==> src/rtl/apb_counter_regif.sv <==
// APB3 register front end for the 4-bit mod counter.
// One wait state, wrap detection, sticky flag, saturating wrap count, irq.
module apb_counter_regif #(
  parameter int ADDR_W = 8,
  parameter int DATA_W = 32,
  parameter int CNT_W  = 4,
  parameter int WCNT_W = 8
) (
  input  logic              clk,
  input  logic              reset,
  input  logic              psel,
  input  logic              penable,
  input  logic              pwrite,
  input  logic [ADDR_W-1:0] paddr,
  input  logic [DATA_W-1:0] pwdata,
  output logic [DATA_W-1:0] prdata,
  output logic              pready,
  output logic              pslverr,
  output logic              cnt_load,
  output logic              cnt_mode,
  output logic [CNT_W-1:0]  cnt_data,
  input  logic [CNT_W-1:0]  cnt_value,
  output logic              irq
);

  typedef enum logic [1:0] {
    S_IDLE,
    S_WAIT,
    S_DONE
  } state_t;

  state_t state, state_nx;
  logic   commit;

  logic              irq_en;
  logic              wrap_flag;
  logic [WCNT_W-1:0] wrap_cnt;
  logic [CNT_W-1:0]  prev_value;
  logic              load_d;
  logic              ld_pend;
  logic [CNT_W-1:0]  ld_val;

  logic              unmapped;
  logic [1:0]        sel;
  logic              err;
  logic              wr;
  logic              wr_ctrl;
  logic              wr_load;
  logic              wr_stat;
  logic              wrap_evt;
  logic [DATA_W-1:0] rdata;
  logic              unused;

  assign unmapped = |paddr[ADDR_W-1:4];
  assign sel      = paddr[3:2];
  assign err      = unmapped | (pwrite & (sel == 2'd2));
  assign wr       = commit & pwrite & ~unmapped;
  assign wr_ctrl  = wr & (sel == 2'd0);
  assign wr_load  = wr & (sel == 2'd1);
  assign wr_stat  = wr & (sel == 2'd3);
  assign unused   = ^{pwdata[DATA_W-1:CNT_W], paddr[1:0]};

  assign wrap_evt = (prev_value != '0) & (cnt_value == '0)
                  & ~load_d & ~cnt_load;

  // Transfer sequencing: accept, one wait state, complete.
  always_comb begin
    state_nx = state;
    commit   = 1'b0;
    unique case (state)
      S_IDLE: if (psel & penable) state_nx = S_WAIT;
      S_WAIT: begin
        if (!psel) begin
          state_nx = S_IDLE;
        end else begin
          state_nx = S_DONE;
          commit   = 1'b1;
        end
      end
      S_DONE: state_nx = S_IDLE;
      default: state_nx = S_IDLE;
    endcase
  end

  // Read mux; unmapped addresses read as zero.
  always_comb begin
    rdata = '0;
    if (!unmapped) begin
      unique case (sel)
        2'd0: rdata[1:0] = {irq_en, cnt_mode};
        2'd1: rdata[CNT_W-1:0] = cnt_data;
        2'd2: rdata[CNT_W-1:0] = cnt_value;
        2'd3: begin
          rdata[0]          = wrap_flag;
          rdata[8+:WCNT_W]  = wrap_cnt;
        end
        default: rdata = '0;
      endcase
    end
  end

  // State register.
  always_ff @(posedge clk) begin
    if (reset) state <= S_IDLE;
    else       state <= state_nx;
  end

  // Registered APB response, held for the single DONE cycle.
  always_ff @(posedge clk) begin
    if (reset) begin
      pready  <= 1'b0;
      pslverr <= 1'b0;
      prdata  <= '0;
    end else begin
      pready  <= commit;
      pslverr <= commit & err;
      prdata  <= (commit & ~pwrite) ? rdata : '0;
    end
  end

  // Control registers; a LOAD write is staged so data and pulse land together.
  always_ff @(posedge clk) begin
    if (reset) begin
      cnt_mode <= 1'b0;
      irq_en   <= 1'b0;
      ld_pend  <= 1'b0;
      ld_val   <= '0;
      cnt_load <= 1'b0;
      cnt_data <= '0;
      load_d   <= 1'b0;
    end else begin
      if (wr_ctrl) {irq_en, cnt_mode} <= pwdata[1:0];
      ld_pend <= wr_load;
      if (wr_load) ld_val <= pwdata[CNT_W-1:0];
      cnt_load <= ld_pend;
      if (ld_pend) cnt_data <= ld_val;
      load_d <= cnt_load;
    end
  end

  // Wrap tracking: sticky flag, saturating count, level irq.
  always_ff @(posedge clk) begin
    if (reset) begin
      prev_value <= '0;
      wrap_flag  <= 1'b0;
      wrap_cnt   <= '0;
      irq        <= 1'b0;
    end else begin
      prev_value <= cnt_value;
      if (wrap_evt) wrap_flag <= 1'b1;
      else if (wr_stat & pwdata[0]) wrap_flag <= 1'b0;
      if (wr_stat & pwdata[1])
        wrap_cnt <= wrap_evt ? WCNT_W'(1) : '0;
      else if (wrap_evt && (wrap_cnt != '1))
        wrap_cnt <= wrap_cnt + WCNT_W'(1);
      irq <= irq_en & wrap_flag;
    end
  end

endmodule

==> config.mk <==
export PLATFORM = sky130hd
export DESIGN_NAME = apb_counter_regif
export DESIGN_NICKNAME = d
export VERILOG_FILES = /design/src/rtl/apb_counter_regif.sv
export SDC_FILE = /design/constraint.sdc
export NUM_CORES = 1
export LEC_CHECK = 0
export ABC_AREA = 0
export BUFFER_PORTS_ARGS = -buffer_cell sky130_fd_sc_hd__buf_2
export CORE_ASPECT_RATIO = 0.9
export CORE_UTILIZATION = 34
export DETAILED_ROUTE_END_ITERATION = 8
export SYNTH_ARGS = -nofsm -noshare
export SYNTH_HDL_FRONTEND = slang
export SYNTH_SLANG_ARGS = --single-unit
==> constraint.sdc <==
create_clock -name clk -period 3.3 [get_ports clk]
set_clock_uncertainty 0.1 [all_clocks]
set_input_delay 0 -clock clk [delete_from_list [all_inputs] [get_ports clk]]
set_output_delay 0 -clock clk [all_outputs]
set_load 0.02 [all_outputs]
Word level (Yosys, flattened, before mapping)
Cells that the tools add are included.
{ "op_classes": {"n_addsub": 1, "n_mul": 0, "n_div": 0, "order_cmp": 0, "n_eq_ne": 6, "n_shift": 0, "muxes": 13, "bitwise": 22, "reduce_logical": 11} }
{ "ops": {"columns": ["cell", "n"], "rows": [
  ["$mux 8", 2],
  ["$and 1x1->1", 15],
  ["$add 8x1->8 const B", 1],
  ["$ne 8x8->1 const B", 1],
  ["$pmux 2 s2", 2],
  ["$reduce_or 7->1", 1],
  ["$not 1->1", 6],
  ["$reduce_or 6->1", 1],
  ["$mux 1", 5],
  ["$eq 2x1->1 const B", 2],
  ["$eq 2x2->1 const B", 2],
  ["$logic_not 2->1", 2],
  ["$logic_not 4->1", 1],
  ["$mux 2", 2],
  ["$pmux 1 s4", 1],
  ["$reduce_bool 2->1", 2],
  ["$reduce_bool 4->1", 1],
  ["$reduce_or 4->1", 1],
  ["$pmux 1 s3", 1],
  ["$ne 2x2->1 const B", 1],
  ["$reduce_or 2->1", 1],
  ["$logic_and 1x1->1", 1],
  ["$or 1x1->1", 1]
]} }
{ "word_totals": {"regBits": 63, "latch_bits": 0, "mem_bits_rw": 0, "romBits": 0, "out_inout_bits": 41, "mem_count": 0} }

Logic depth before layout (Yosys ltp)
{ "logic_depth": {"ltp_word": 8, "mapped_depth": 6} }

Least setup slack after synthesis
Ideal clock, no wire load.
{ "synth_timing": {"path_type": "input port to flip-flop", "from": "input port cnt_value[0]", "to": "register wrap_cnt[7]", "arrival_time_ps": 1614, "required_time_ps": 3070, "path_slack_ps": 1456, "stages": 5, "n_path_buf": 1, "path_cell_list": "or4_4 > or4_4 > buf_2 > o41ai_1 > a21oi_1"} }
{ "synth_between": {"elab_chain_len": 6} }
{ "synth_lines": {"columns": ["item", "line", "source"], "rows": [
  ["from (decl)", "22", "input logic [CNT_W-1:0] cnt_value,"],
  ["$logic_not 4->1", "63", "assign wrap_evt = (prev_value != '0) & (cnt_value == '0)"],
  ["$and 1x1->1", "63", null],
  ["$and 1x1->1 (2 in series)", "64", "& ~load_d & ~cnt_load;"],
  ["$logic_and 1x1->1", "154", "else if (wrap_evt && (wrap_cnt != '1))"],
  ["$reduce_bool 2->1 (no line)", null, null],
  ["to (signal assigned)", "153", "wrap_cnt <= wrap_evt ? WCNT_W'(1) : '0;"],
  ["to (signal assigned)", "155", "wrap_cnt <= wrap_cnt + WCNT_W'(1);"],
  ["to (decl)", "37", "logic [WCNT_W-1:0] wrap_cnt;"]
]} }
Every way passes these cells.
A chain may end at the register's enable or synchronous reset.

Final worst setup path
{ "layout_timing": {"from": "input port cnt_value[0]", "to": "register wrap_cnt[5]"} }
The elaborated chain is that of the path after synthesis.

==> impl_results.md <==
* Clk sinks at 43
* Final hold viol count at 0
* Cell Area, Placed at 1991 sq um
* Total number of vias at 1,446
* Die Ht at 71.21 microns
* Share of flip-flops with an asynchronous set or reset after synthesis at 0
* Commonest cells post-synth: dfxtp_1, buf_4, nor2_1
* CP Capture Type: register
* Post-synth EDFFs at 0
* Pwr Total at 1.025 mW
* H-tree depth at 2
* Fin crit share at 0.7180
* Reg2reg start: wrap_cnt[0]$_SDFFE_PP0P_
* Max VDD drop at 0.2140 mV
* Syn Std Cell Area at 1809 sq um
* Core area at 4985 sq um
* Syn Area/Cell at 9.887 sq um
* CP arrival at 2.50 ns
* Layout Utilization at 0.4490
* Pre-antenna DRT Iters at 4
* Crit path time final at 2.369 ns
* Largest net degree at the start of global routing at 26
* Hold buffer count at CTS at 13
* CP max-delay cell: or4_4
* Layout cells sized above 1 at 0.2152
* Row count at 24
* Post-synth cell types at 37
* Crit start category: input port
* Hold Crit Class: in -> reg
* Ant diodes at 0
* Ys Warns at 0
* Avg Vias per Cell at 4.788
* DRT iter0 DRCs at 102
* Share of the yosys chip area belonging to registers at 0.4758
* R2r endpoint: wrap_cnt[2]$_SDFFE_PP0P_
* Worst EP required at 3.43 ns
* Power Density at 457.7 nW/um^2
* CP most frequent cell: or4_4
* CTS Buf Count at 5
* Initial antenna violation count at 0
* Max Transition Viols Final at 0
* Worst Max-Slew Pin Slew at 0.9868 ns
* Leak at 1.028 nW
* Yosys top cell area share at 0.4758
* Vias in the first global route at 1,260
* Critical Path Max Stage Delay at 0.59 ns
* Clock Pin Slew Worst Setup and Hold Paths at 0.08 ns
* Fillcell total at 523
* R2R cell count at 5
* Worst-path fanout max at 14
* Global Route Usage Sum at 0.1359
* Min-Delay Path Depth at 2
* Chip width at 78.89 microns
* Clock Path Buffers at 2
* Unrepaired setup endpoints after global routing: false
* Drt drc at 0
* Most used DFF post-synth: dfxtp_1
* Hold path start: reset
* Synthesized instance count at 183
* Starting density of the core at 0.3630
* Largest area contributor in the netlist: dfxtp_1
* Status: finished, final reports clean
* End of the worst hold path: cnt_data[0]$_SDFFE_PP0P_
* Max Cap Viol at 0
* Cell with the most instances after synthesis: dfxtp_1
* Critical-path cell list: dlygate4sd3_1 > buf_2 > or4_4 > or4_4 > or4b_1 > a21oi_1
* PostCTS Resize Cnt at 0
* Reg2reg setup slack at 1.21 ns
* HPWL Detailed at 2489 microns
* First-pass GRT wire length at 5802 microns
* Top cells by area, synth: dfxtp_1, buf_4, mux2i_1
* Design Area, Final at 2238 sq um
* Root Buffer: clkbuf_8
* Rel. slew slack at 0.3407
* # IOs at 90
* CTS tree: built
* Detail Route Antenna Nets at 0
* Nets at 292
* Final setup margin at 0.9307 ns
* CP Class: in -> reg
* Placer congestion estimate at 0.7409
* Die ar. at 5617 sq um
* Quantity of I/O buffers inserted on ports at 39
* Pre-CTS WS at 1.177 ns
* Synth Register Bits at 43
* Synth-to-Final Area Change at 23.72%
* Fmax at 0.4221 GHz
* DR WL/cell at 11.81 microns
* Final setup viols at 0
* Worst-skew pair later-pin latency at 0.30 ns
* Drt total wl at 3566 microns
* Post-CTS Setup Repair Bufs at 0
* Remaining Overflow, GRT at 0
* Setup TNS at 0 ns
kinds of logic after synthesis:
| group | Yosys count | synth area share |
|---|---|---|
| AO/OA/AOI/OAI | 24 | 0.09613 |
| adder cells (fa/ha/maj) | 7 | 0.04841 |
| buffers and inverters | 31 | 0.1065 |
| flip-flops | 43 | 0.4758 |
| multiplexers | 11 | 0.06086 |
| other | 1 | 0.002073 |
| AND/OR/NAND/NOR | 66 | 0.2102 |
layer usage:
| layer | vias to the layer above | part of all wire | GRT usage |
|---|---|---|---|
| met1 | 665 | 0.48 | 0.1768 |
| met2 | 57 | 0.45 | 0.1942 |
| met5 | - | 0 | 0 |
| met4 | 0 | 0.013 | 0.06263 |
| met3 | 6 | 0.061 | 0.05806 |
| li1 | 718 | - | - |
registers in the layout (all words and copies together), names as in the netlist:
signal / count
prdata: 12
wrap_cnt: 8
cnt_data: 4
ld_val: 4
prev_value: 4
state: 2
cnt_load: 1
cnt_mode: 1
irq: 1
irq_en: 1
ld_pend: 1
load_d: 1
pready: 1
pslverr: 1
wrap_flag: 1
cell usage in the layout (no fill, tap or decap), drive strengths merged, types with 2 or more instances in the layout:
cell,Yosys,layout
or4,3,3
nor3,2,2
nor2,18,18
buf,21,40
ha,7,7
dfxtp,43,43
and3,8,8
nand4,3,3
dlygate4sd3,0,13
o41ai,5,5
nand3,4,4
a22oi,2,2
a21oi,8,8
nor2b,6,6
nand2b,3,3
a222oi,2,2
o311ai,2,2
nand2,7,7
conb,1,20
nand3b,3,3
inv,5,5
clkbuf,5,6
mux2i,11,11
nor4,3,3
critical path: cells and delay by family:
kind / cells / cell delay (ns)
buf+inv: 2 / 0.67
compound gates: 1 / 0.16
simple gates: 3 / 1.66
worst max-delay path by stage:
stage,cells after the start,start,endpoint
final,6,cnt_value[0],wrap_cnt[5]$_SDFFE_PP0P_
after global routing,6,cnt_value[0],wrap_cnt[6]$_SDFFE_PP0P_
after CTS,6,cnt_value[0],wrap_cnt[5]$_SDFFE_PP0P_
after detailed placement,5,cnt_value[0],wrap_cnt[5]$_SDFFE_PP0P_
after global placement,5,cnt_value[0],wrap_cnt[6]$_SDFFE_PP0P_
after floorplan,5,cnt_value[0],wrap_cnt[7]$_SDFFE_PP0P_
report_power, final:
part / total, mW / switching, mW / internal (mW)
clock: 0.423 / 0.178 / 0.245
combinational: 0.0770 / 0.0485 / 0.0286
sequential: 0.525 / 0.00201 / 0.523
total: 1.02 / 0.228 / 0.796
layout make-up:
cell class,count,area (sq um),area share
timing repair buffer,53,332.8,0.1487
sequential,43,860.8,0.3846
tap,65,81.33,0.03633
clock buffer,6,82.58,0.03689
multi-input combinational,128,827.0,0.3695
inverter,5,18.77,0.008385
clock inverter,2,35.03,0.01565
per-stage QoR:
stage,hold slack [ns],std cells
6_report,0.005598,302
2_1_floorplan,-0.02839,202
3_3_place_gp,0.1312,281
5_1_grt,0.01880,302
4_1_cts,0.006967,302
3_5_place_dp,0.1427,281
(Power assumes the default switching activity.)
